## config.mk

```make
export PLATFORM = sky130hd
export DESIGN_NAME = rfg_axis_protocol_arbiter
export DESIGN_NICKNAME = d
export VERILOG_FILES = /design/src/rtl/rfg_axis_protocol_arbiter_pkg.sv /design/src/rtl/rfg_axis_rr_arbiter.sv /design/src/rtl/rfg_axis_protocol_arbiter.sv
export SDC_FILE = /design/constraint.sdc
export NUM_CORES = 1
export LEC_CHECK = 0
export ABC_AREA = 1
export BUFFER_PORTS_ARGS = -buffer_cell sky130_fd_sc_hd__buf_2
export CAP_MARGIN = 20
export CORE_AREA = 2 2 76 93
export DETAILED_ROUTE_END_ITERATION = 16
export DIE_AREA = 0 0 78 95
export PLACE_DENSITY = 0.86
export SLEW_MARGIN = 20
export SYNTH_ARGS = -nofsm -noshare
export SYNTH_HDL_FRONTEND = slang
export SYNTH_SLANG_ARGS = --single-unit
```

## constraint.sdc

```tcl
create_clock -name aclk -period 2 [get_ports aclk]
set_input_delay 0 -clock aclk [delete_from_list [all_inputs] [get_ports aclk]]
set_output_delay 0 -clock aclk [all_outputs]
set_load 0.03 [all_outputs]
```

## src/rtl/rfg_axis_protocol_arbiter_pkg.sv

```systemverilog
// Shared types and frame-format constants for the protocol-engine port arbiter.
package rfg_axis_arb_pkg;

  typedef enum logic [2:0] {
    ST_ARB,
    ST_HEADER,
    ST_ADDR,
    ST_LENA,
    ST_LENB,
    ST_PAYLOAD
  } arb_state_e;

  localparam int unsigned WRITE_BIT = 0;
  localparam int unsigned READ_BIT  = 1;
  localparam int unsigned INCR_BIT  = 2;
  localparam int unsigned VCH_LSB   = 4;

  localparam int unsigned OFS_HEADER  = 0;
  localparam int unsigned OFS_ADDR    = 1;
  localparam int unsigned OFS_LEN_LSB = 2;
  localparam int unsigned OFS_LEN_MSB = 3;
  localparam int unsigned OFS_PAYLOAD = 4;

  // A header with neither read nor write set is a one-byte frame.
  function automatic logic hdr_is_noop(input logic [7:0] hdr);
    return !(hdr[WRITE_BIT] | hdr[READ_BIT]);
  endfunction

endpackage

```

## src/rtl/rfg_axis_rr_arbiter.sv

```systemverilog
// Round-robin request picker: combinational grant from the pointer, pointer advances past the releasing port.
module rfg_axis_rr_arbiter
  import rfg_axis_arb_pkg::*;
#(
  parameter int unsigned NUM_PORTS = 4,
  parameter int unsigned IDX_W     = (NUM_PORTS > 1) ? $clog2(NUM_PORTS) : 1
) (
  input  logic                 clk,
  input  logic                 rst_n,
  input  logic [NUM_PORTS-1:0] req,
  input  logic                 advance,
  input  logic [IDX_W-1:0]     adv_from,
  output logic                 any_req,
  output logic [NUM_PORTS-1:0] gnt_oh,
  output logic [IDX_W-1:0]     gnt_idx
);

  logic [IDX_W-1:0] rr_ptr_q, rr_ptr_d;
  logic [IDX_W-1:0] idx;

  always_comb begin
    any_req = 1'b0;
    gnt_oh  = '0;
    gnt_idx = '0;
    idx     = '0;
    for (int unsigned i = 0; i < NUM_PORTS; i++) begin
      idx = IDX_W'((32'(rr_ptr_q) + i) % NUM_PORTS);
      if (!any_req && req[idx]) begin
        any_req     = 1'b1;
        gnt_oh[idx] = 1'b1;
        gnt_idx     = idx;
      end
    end
  end

  always_comb begin
    rr_ptr_d = rr_ptr_q;
    if (advance) begin
      rr_ptr_d = (32'(adv_from) == NUM_PORTS - 1) ? '0 : adv_from + IDX_W'(1);
    end
  end

  always_ff @(posedge clk) begin
    if (!rst_n) rr_ptr_q <= '0;
    else        rr_ptr_q <= rr_ptr_d;
  end

endmodule

```

## src/rtl/rfg_axis_protocol_arbiter.sv

```systemverilog
// Frame-granular round-robin share of the protocol engine's byte stream, plus tdest-routed readback demux.
module rfg_axis_protocol_arbiter
  import rfg_axis_arb_pkg::*;
#(
  parameter int unsigned NUM_PORTS  = 4,
  parameter int unsigned DATA_WIDTH = 8,
  parameter int unsigned ID_WIDTH   = 8
) (
  input  logic                            aclk,
  input  logic                            aresetn,
  input  logic [NUM_PORTS*DATA_WIDTH-1:0] s_axis_tdata,
  input  logic [NUM_PORTS-1:0]            s_axis_tvalid,
  output logic [NUM_PORTS-1:0]            s_axis_tready,
  output logic [DATA_WIDTH-1:0]           m_axis_tdata,
  output logic                            m_axis_tvalid,
  input  logic                            m_axis_tready,
  output logic [ID_WIDTH-1:0]             m_axis_tid,
  input  logic [DATA_WIDTH-1:0]           rb_s_axis_tdata,
  input  logic                            rb_s_axis_tvalid,
  output logic                            rb_s_axis_tready,
  input  logic                            rb_s_axis_tlast,
  input  logic [7:0]                      rb_s_axis_tdest,
  output logic [NUM_PORTS*DATA_WIDTH-1:0] rb_m_axis_tdata,
  output logic [NUM_PORTS-1:0]            rb_m_axis_tvalid,
  input  logic [NUM_PORTS-1:0]            rb_m_axis_tready,
  output logic [NUM_PORTS-1:0]            rb_m_axis_tlast,
  output logic                            grant_active
);

  localparam int unsigned IDX_W = (NUM_PORTS > 1) ? $clog2(NUM_PORTS) : 1;

  arb_state_e             state_q, state_d;
  logic [IDX_W-1:0]       grant_q, grant_d;
  logic [NUM_PORTS-1:0]   gnt_oh_q, gnt_oh_d;
  logic                   wr_q, wr_d;
  logic [7:0]             len_lo_q, len_lo_d;
  logic [15:0]            count_q, count_d;
  logic                   grant_active_q;

  logic                   any_req, release_frame, busy, accept;
  logic [NUM_PORTS-1:0]   arb_oh;
  logic [IDX_W-1:0]       arb_idx;
  logic [DATA_WIDTH-1:0]  sel_byte;
  logic [IDX_W-1:0]       rb_dest_idx;

  rfg_axis_rr_arbiter #(
    .NUM_PORTS (NUM_PORTS),
    .IDX_W     (IDX_W)
  ) u_rr (
    .clk      (aclk),
    .rst_n    (aresetn),
    .req      (s_axis_tvalid),
    .advance  (release_frame),
    .adv_from (grant_q),
    .any_req  (any_req),
    .gnt_oh   (arb_oh),
    .gnt_idx  (arb_idx)
  );

  assign busy          = (state_q != ST_ARB);
  assign sel_byte      = s_axis_tdata[DATA_WIDTH*grant_q +: DATA_WIDTH];
  assign accept        = busy && s_axis_tvalid[grant_q] && m_axis_tready;
  assign m_axis_tdata  = sel_byte;
  assign m_axis_tvalid = busy && s_axis_tvalid[grant_q];
  assign m_axis_tid    = ID_WIDTH'(grant_q);
  assign s_axis_tready = busy ? (gnt_oh_q & {NUM_PORTS{m_axis_tready}}) : '0;
  assign grant_active  = grant_active_q;

  always_comb begin
    state_d       = state_q;
    grant_d       = grant_q;
    gnt_oh_d      = gnt_oh_q;
    wr_d          = wr_q;
    len_lo_d      = len_lo_q;
    count_d       = count_q;
    release_frame = 1'b0;
    unique case (state_q)
      ST_ARB: begin
        if (any_req) begin
          grant_d  = arb_idx;
          gnt_oh_d = arb_oh;
          state_d  = ST_HEADER;
        end
      end
      ST_HEADER: begin
        if (accept) begin
          if (hdr_is_noop(sel_byte)) begin
            release_frame = 1'b1;
          end else begin
            wr_d    = sel_byte[WRITE_BIT];
            state_d = ST_ADDR;
          end
        end
      end
      ST_ADDR: if (accept) state_d = ST_LENA;
      ST_LENA: begin
        if (accept) begin
          len_lo_d = sel_byte;
          state_d  = ST_LENB;
        end
      end
      ST_LENB: begin
        if (accept) begin
          // 16-bit count: a zero length runs the full 65536 bytes before count hits 1.
          if (wr_q) begin
            count_d = {sel_byte, len_lo_q};
            state_d = ST_PAYLOAD;
          end else begin
            release_frame = 1'b1;
          end
        end
      end
      ST_PAYLOAD: begin
        if (accept) begin
          count_d = count_q - 16'd1;
          if (count_q == 16'd1) release_frame = 1'b1;
        end
      end
      default: state_d = ST_ARB;
    endcase
    if (release_frame) state_d = ST_ARB;
  end

  always_ff @(posedge aclk) begin
    if (!aresetn) begin
      state_q        <= ST_ARB;
      grant_q        <= '0;
      gnt_oh_q       <= '0;
      wr_q           <= 1'b0;
      len_lo_q       <= '0;
      count_q        <= '0;
      grant_active_q <= 1'b0;
    end else begin
      state_q        <= state_d;
      grant_q        <= grant_d;
      gnt_oh_q       <= gnt_oh_d;
      wr_q           <= wr_d;
      len_lo_q       <= len_lo_d;
      count_q        <= count_d;
      grant_active_q <= (state_d != ST_ARB);
    end
  end

  assign rb_dest_idx     = rb_s_axis_tdest[IDX_W-1:0];
  assign rb_m_axis_tdata = {NUM_PORTS{rb_s_axis_tdata}};

  always_comb begin
    rb_m_axis_tvalid = '0;
    rb_m_axis_tlast  = '0;
    rb_s_axis_tready = 1'b1;
    if (32'(rb_s_axis_tdest) < NUM_PORTS) begin
      rb_m_axis_tvalid[rb_dest_idx] = rb_s_axis_tvalid;
      rb_m_axis_tlast[rb_dest_idx]  = rb_s_axis_tlast;
      rb_s_axis_tready              = rb_m_axis_tready[rb_dest_idx];
    end
  end

endmodule

```

==> impl_metrics.json, run 1 <==
{
  "outcome": "finished clean",
  "power.density_nw_per_um2": 591.3,
  "path_cells": "inv_1 -> ha_2 -> inv_1 -> o21ai_1 -> nand4_2 -> nand2_4 -> nand3_1 -> nand2_1 -> nand2_1",
  "routabilityCongestion": 0.9044,
  "hpwl_microns": 6346,
  "critical-path-max-stage-delay_ns": 0.42,
  "ioPinCount": 124,
  "yosys_warnings": 0,
  "area_growth_pct": 8.061,
  "drive_gt1_share_pct": 21.59,
  "p_comb_share_pct": 36.0,
  "layout_setup_ws_ns": 0.1641,
  "synth_seq_cells": 37,
  "clkPwrFrac_pct": 25.2,
  "wl_per_cell_microns": 12.57,
  "hold_violations": 0,
  "hold_depth": 0,
  "rows": 33,
  "fin_area_sq_um": 3438,
  "clock-sinks": 37,
  "clock_latency_ns": 0.29,
  "drtIter0Drc": 154,
  "drt_pass1_iterations": 5,
  "place_area_sq_um": 3348,
  "avgSynthCellArea_sq_um": 6.107,
  "vias": 3398,
  "synth_area_sq_um": 3182,
  "vdd_drop_max_v": 0.0002631,
  "power.switching_w": 0.0008139,
  "drcViolationCount": 0,
  "hold_class": "input pin to output port",
  "cts-htree-levels": 2,
  "grt_pass1_wl_microns": 13660,
  "cts_tree": "yes",
  "viasPerCell": 5.212,
  "finalClockSkew_ns": 0.003301,
  "clkTransAtPathRegs_ns": 0.07,
  "crit_required_ns": 2.19,
  "ant_nets": 0,
  "clk_path_buf_depth": 2,
  "grt_overflow_total": 0,
  "synth.distinct_cells": 41,
  "r2r_start": "u_rr.rr_ptr_q[1]",
  "die_x_microns": 78,
  "min_from": "rb_s_axis_tdata[4]",
  "worstSetupPathType": "flip-flop to flip-flop",
  "crit_path_start_kind": "flip-flop",
  "path_max_fanout": 12,
  "final_max_slew_viol_count": 0,
  "synthCells": 521,
  "grt_pass1_vias": 3181,
  "power_w": 0.002033,
  "switching_share_pct": 40.03,
  "crit_family": "simple AND/OR/NAND/NOR gates",
  "period_needed_ns": 1.836,
  "crit_arrival_ns": 2.03,
  "synth_edf_count": 0,
  "n_antenna_cell": 0,
  "dieArea_sq_um": 7410,
  "worst-path-buf-inv": 2,
  "end_kind": "flip-flop",
  "synthArstFlopShare_pct": 0,
  "sequentialPowerShare_pct": 38.7,
  "initial_core_util_pct": 48.16,
  "ys_seq_area_share_pct": 23.28,
  "worst-r2r-setup-slack_ns": 0.16,
  "cts_buffers": 5,
  "numPortBuffers": 77,
  "min_to": "rb_m_axis_tdata[12]",
  "yosysTopAreaCell": "dfxtp_1",
  "fmax_mhz": 544.7,
  "core_sq_um": 6606,
  "grt_max_degree": 23,
  "antenna_found_initial": 0,
  "pre_cts_ws_ns": 0.05802,
  "synth_top_area_share_pct": 23.28,
  "fp.dieH_microns": 95,
  "track_usage_pct": 22.60,
  "cts_setup_buffers": 0,
  "critPathSlowestCell": "dfxtp_1",
  "final_util_pct": 52.05,
  "synth.area.top_cells": "dfxtp_1, nand2_1, buf_4, nor2_1, o21ai_0",
  "ff2ff_path_depth": 9,
  "maxCapViolations": 0,
  "fin_nets": 632,
  "cts_root_buf": "clkbuf_8",
  "finalCritPeriodShare_pct": 91.80,
  "wl_microns": 8198,
  "rr_endpoint": "grant_active",
  "p_int_w": 0.001219,
  "synth_flop_cell": "dfxtp_1",
  "power.static_leakage_nw": 1.720,
  "setup_viol": 0
}
[sequential cells by signal (all words and copies together) (netlist names)]
| register | count |
|---|---|
| grant_q | 2 |
| len_lo_q | 8 |
| gnt_oh_q | 4 |
| grant_active | 1 |
| count_q | 16 |
| u_rr.rr_ptr_q | 2 |
| state_q | 3 |
| wr_q | 1 |
[final cells by class]
| type | instances | area, sq um |
|---|---|---|
| well taps | 87 | 108.9 |
| inverters | 53 | 202.7 |
| flip-flops and latches | 37 | 740.7 |
| clock buffers | 6 | 72.57 |
| multi-input cells | 383 | 1866 |
| clock inverters | 2 | 10.01 |
| fillers | 681 | 3168 |
| repair buffers | 84 | 437.9 |
[layout by cell type, fill, tap and decap left out, types with 4 or more instances in the layout]
| master | synthesis | layout |
|---|---|---|
| nand2_1 | 134 | 134 |
| buf_2 | 4 | 77 |
| nor2_1 | 71 | 71 |
| inv_1 | 45 | 45 |
| o21ai_0 | 38 | 37 |
| dfxtp_1 | 37 | 37 |
| a21oi_1 | 34 | 34 |
| nand3_1 | 29 | 29 |
| nor3_1 | 12 | 12 |
| buf_4 | 38 | 7 |
| inv_2 | 6 | 6 |
| ha_1 | 7 | 6 |
| conb_1 | 1 | 6 |
| o22ai_1 | 5 | 5 |
| nand2_2 | 6 | 5 |
| nand4_1 | 5 | 5 |
| clkbuf_8 | 0 | 5 |
| nand3_2 | 4 | 4 |
| nand2_4 | 3 | 4 |
| o21ai_1 | 3 | 4 |
[metrics by stage]
stage	TNS (ns)	cells	hold slack, ns
6_report	0	652	0.00002438
5_1_grt	-0.01003	652	0.0001135
3_5_place_dp	0	644	0.0004875
3_3_place_gp	0	644	0.0004875
4_1_cts	0	652	0.0004875
2_1_floorplan	0	526	0.1153
[layer usage]
layer  share of wire [%]  GRT usage, %
met5                   0             0
met4                 3.0         9.649
met3                 4.7         4.207
met2                  50         40.52
met1                  42         26.30
[what timing repair did]
item,4_1_cts,5_1_grt
resized for setup,0,3
hold buffers,0,0
endpoints found under the setup margin,0,8
[Yosys cell counts, types with 2 or more instances]
| cell type | instances |
|---|---|
| nand2_1 | 134 |
| nor2_1 | 71 |
| inv_1 | 45 |
| buf_4 | 38 |
| o21ai_0 | 38 |
| dfxtp_1 | 37 |
| a21oi_1 | 34 |
| nand3_1 | 29 |
| nor3_1 | 12 |
| buf_6 | 7 |
| ha_1 | 7 |
| inv_2 | 6 |
| nand2_2 | 6 |
| nand4_1 | 5 |
| o22ai_1 | 5 |
| buf_2 | 4 |
| nand3_2 | 4 |
| a31oi_1 | 3 |
| clkbuf_1 | 3 |
| nand2_4 | 3 |
| nor2_2 | 3 |
| o211ai_1 | 3 |
| o21ai_1 | 3 |
| nand3b_1 | 2 |
| nor3b_1 | 2 |
| xnor2_1 | 2 |
[cells by family after synthesis]
kind of cell / share of synthesized area, %
adders and majority gates: 2.753
DFF: 23.28
other: 0.1179
AOI/OAI and AO/OA: 15.65
and+or+nand+nor: 38.42
buffers and inverters: 18.91
muxes: 0.3146
xor gates and xnor gates: 0.5506
[power by group through the flow]
stage	logic (W)	registers, W	clock network (W)
floorplan	0.000632	0.000817	0
global placement	0.000703	0.000803	0
detailed placement	0.000721	0.000804	0
CTS	0.000724	0.000787	0.000516
global route	0.000804	0.000790	0.000548
finish	0.000733	0.000787	0.000513
[worst max path at each step]
stage | from | to | slack [ns] | cells past startpoint
floorplan | grant_q[0] | count_q[10] | 0.04 | 8
global placement | u_rr.rr_ptr_q[1] | grant_active | 0.18 | 9
detailed placement | u_rr.rr_ptr_q[1] | grant_active | 0.06 | 9
CTS | u_rr.rr_ptr_q[1] | grant_active | 0.05 | 9
global route | u_rr.rr_ptr_q[1] | gnt_oh_q[1] | -0.01 | 10
finish | u_rr.rr_ptr_q[1] | grant_active | 0.16 | 9
Note: power is estimated with default switching activity, not from simulation.
==> inputs of run 2 (changes only) <==
==> constraint.sdc (replaced) <==
create_clock -name aclk -period 2 [get_ports aclk]
set_input_delay 0.2 -clock aclk [delete_from_list [all_inputs] [get_ports aclk]]
set_output_delay 0.2 -clock aclk [all_outputs]
set_load 0.03 [all_outputs]
==> run 2 against run 1 <==
Against the previous run: power increased by 13%; global-route usage decreased by 0.50 points; clock power increased by 52%; core utilization increased by 1.1 points; flip-flop and latch count unchanged; sequential share of layout area decreased by 0.41 points; combinational power increased by 1%; maximum frequency increased by 0.84%; final cell count increased by 0.15%; design area increased by 2.1%; register-to-register slack improved by 0.05 ns; setup slack improved by 0.015 ns; critical path type is now flip-flop to output port; largest power group unchanged.
==> impl_metrics.json, run 2 (synthesized netlist as in run 1, its figures left out) <==
{
  "core_sq_um": 6606,
  "ant_nets": 0,
  "track_usage_pct": 22.10,
  "ioPinCount": 124,
  "vdd_drop_max_v": 0.0003486,
  "crit_required_ns": 1.80,
  "power.switching_w": 0.0008246,
  "grt_pass1_wl_microns": 13410,
  "rows": 33,
  "wl_per_cell_microns": 12.69,
  "antenna_found_initial": 0,
  "vias": 3443,
  "critPathSlowestCell": "dfxtp_1",
  "final_util_pct": 53.14,
  "path_max_fanout": 21,
  "area_growth_pct": 10.34,
  "finalCritPeriodShare_pct": 91.03,
  "worstSetupPathType": "flip-flop to output port",
  "drcViolationCount": 0,
  "rsz0062_at_grt": "no",
  "end_kind": "output port",
  "finalClockSkew_ns": 0.009341,
  "final_cells": 653,
  "cts_root_buf": "clkbuf_8",
  "clock_latency_ns": 0.30,
  "cts_tree": "yes",
  "cts_buffers": 5,
  "switching_share_pct": 35.76,
  "hold_class": "input pin to flip-flop",
  "holdWs_ns": 0.3238,
  "fp.dieH_microns": 95,
  "crit_path_start_kind": "flip-flop",
  "outcome": "finished clean",
  "viasPerCell": 5.273,
  "hold_buffers": 0,
  "maxCapViolations": 0,
  "final_cell_mix": "nand2_1, buf_2, nor2_1",
  "fin_nets": 633,
  "p_comb_share_pct": 32.2,
  "hpwl_microns": 6387,
  "path_cells": "buf_4 -> o21ai_0 -> o22ai_1 -> buf_2",
  "fmax_mhz": 549.3,
  "power.density_nw_per_um2": 656.7,
  "largest_register_ffs": 16,
  "clkPwrFrac_pct": 33.8,
  "drtIter0Drc": 166,
  "power_w": 0.002306,
  "final_max_slew_viol_count": 0,
  "die_x_microns": 78,
  "p_int_w": 0.001481,
  "drt_pass1_iterations": 5,
  "clk_path_buf_depth": 2,
  "sequentialPowerShare_pct": 34.0,
  "top_register": "count_q",
  "period_needed_ns": 1.821,
  "place_area_sq_um": 3356,
  "grt_max_degree": 23,
  "setup_viol": 0,
  "nFillCells": 657,
  "initial_core_util_pct": 48.16,
  "critical-path-max-stage-delay_ns": 0.35,
  "numPortBuffers": 77,
  "power.static_leakage_nw": 1.754,
  "grt_overflow_total": 0,
  "wl_microns": 8284,
  "n_antenna_cell": 0,
  "reg_top3": "count_q x16, len_lo_q x8, gnt_oh_q x4",
  "dieArea_sq_um": 7410,
  "clkTransAtPathRegs_ns": 0.08,
  "worst-path-buf-inv": 2,
  "dp.cells": 645,
  "routabilityCongestion": 0.9098,
  "grt_pass1_vias": 3161,
  "layout_commonest_cell": "nand2_1",
  "fin_area_sq_um": 3511,
  "cts_setup_buffers": 0,
  "drive_gt1_share_pct": 22.44,
  "clock-sinks": 37,
  "crit_family": "buffers and inverters",
  "crit_arrival_ns": 1.62,
  "hold_violations": 0,
  "cts-htree-levels": 2
}
[run 2: cell types whose count changed in the layout (fill, tap and decap cells not counted), sizes merged]
cell,before,now
clkbuf,6,5
clkinv,3,2
bufinv,0,2
buf,84,85
[run 2: layer usage]
layer  track usage [%]  vias up  wire length, microns
li1                  -     1723                     -
met1             24.56     1584                  3436
met2             40.88      115                  4265
met3             4.589       21                   421
met4             9.064        0                   161
met5                 0        -                     0
[run 2: repair_timing]
action	in CTS	in global routing
endpoints found under the hold margin	0	0
gates resized for setup	1	5
pin swaps	0	0
endpoints found under the setup margin	2	10
[run 2: final cells by class]
| cell class | count | area (sq um) | area share, % |
|---|---|---|---|
| Clock inverter | 3 | 65.06 | 1.853 |
| Timing Repair Buffer | 85 | 445.4 | 12.69 |
| Multi-Input combinational cell | 383 | 1878 | 53.49 |
| Inverter | 53 | 202.7 | 5.773 |
| Clock buffer | 5 | 68.82 | 1.960 |
| Tap cell | 87 | 108.9 | 3.100 |
| Sequential cell | 37 | 742.0 | 21.13 |
[run 2: tightest hold or removal path, cell delays in order]
cell and delay, ns:
buf_2 0.23, nand2_1 0.12, nor2_1 0.03
[run 2: power groups by stage]
stage                     combinational (W)  clock, W  sequential, W
after floorplan                    0.000632         0       0.000817
after global placement             0.000710         0       0.000800
after detailed placement           0.000725         0       0.000800
after CTS                          0.000729  0.000778       0.000784
after global routing               0.000813  0.000812       0.000787
final                              0.000742  0.000780       0.000784
[run 2: worst paths after layout]
| check | start | to | slack [ns] | depth (start not counted) |
|---|---|---|---|---|
| hold reg to reg | len_lo_q[4] | len_lo_q[4] | 0.47 | 2 |
| setup / recovery | grant_q[0] | m_axis_tdata[6] | 0.18 | 4 |
| hold / removal | aresetn | count_q[10] | 0.32 | 3 |
| setup reg to reg | u_rr.rr_ptr_q[1] | grant_active | 0.21 | 9 |
[run 2: per-stage QoR]
stage	TNS, ns	setup WS [ns]
floorplan	0	0.04263
global placement	0	0.1742
detailed placement	-0.01112	-0.01112
CTS	0	0.06309
global route	0	0.02732
finish	0	0.1793
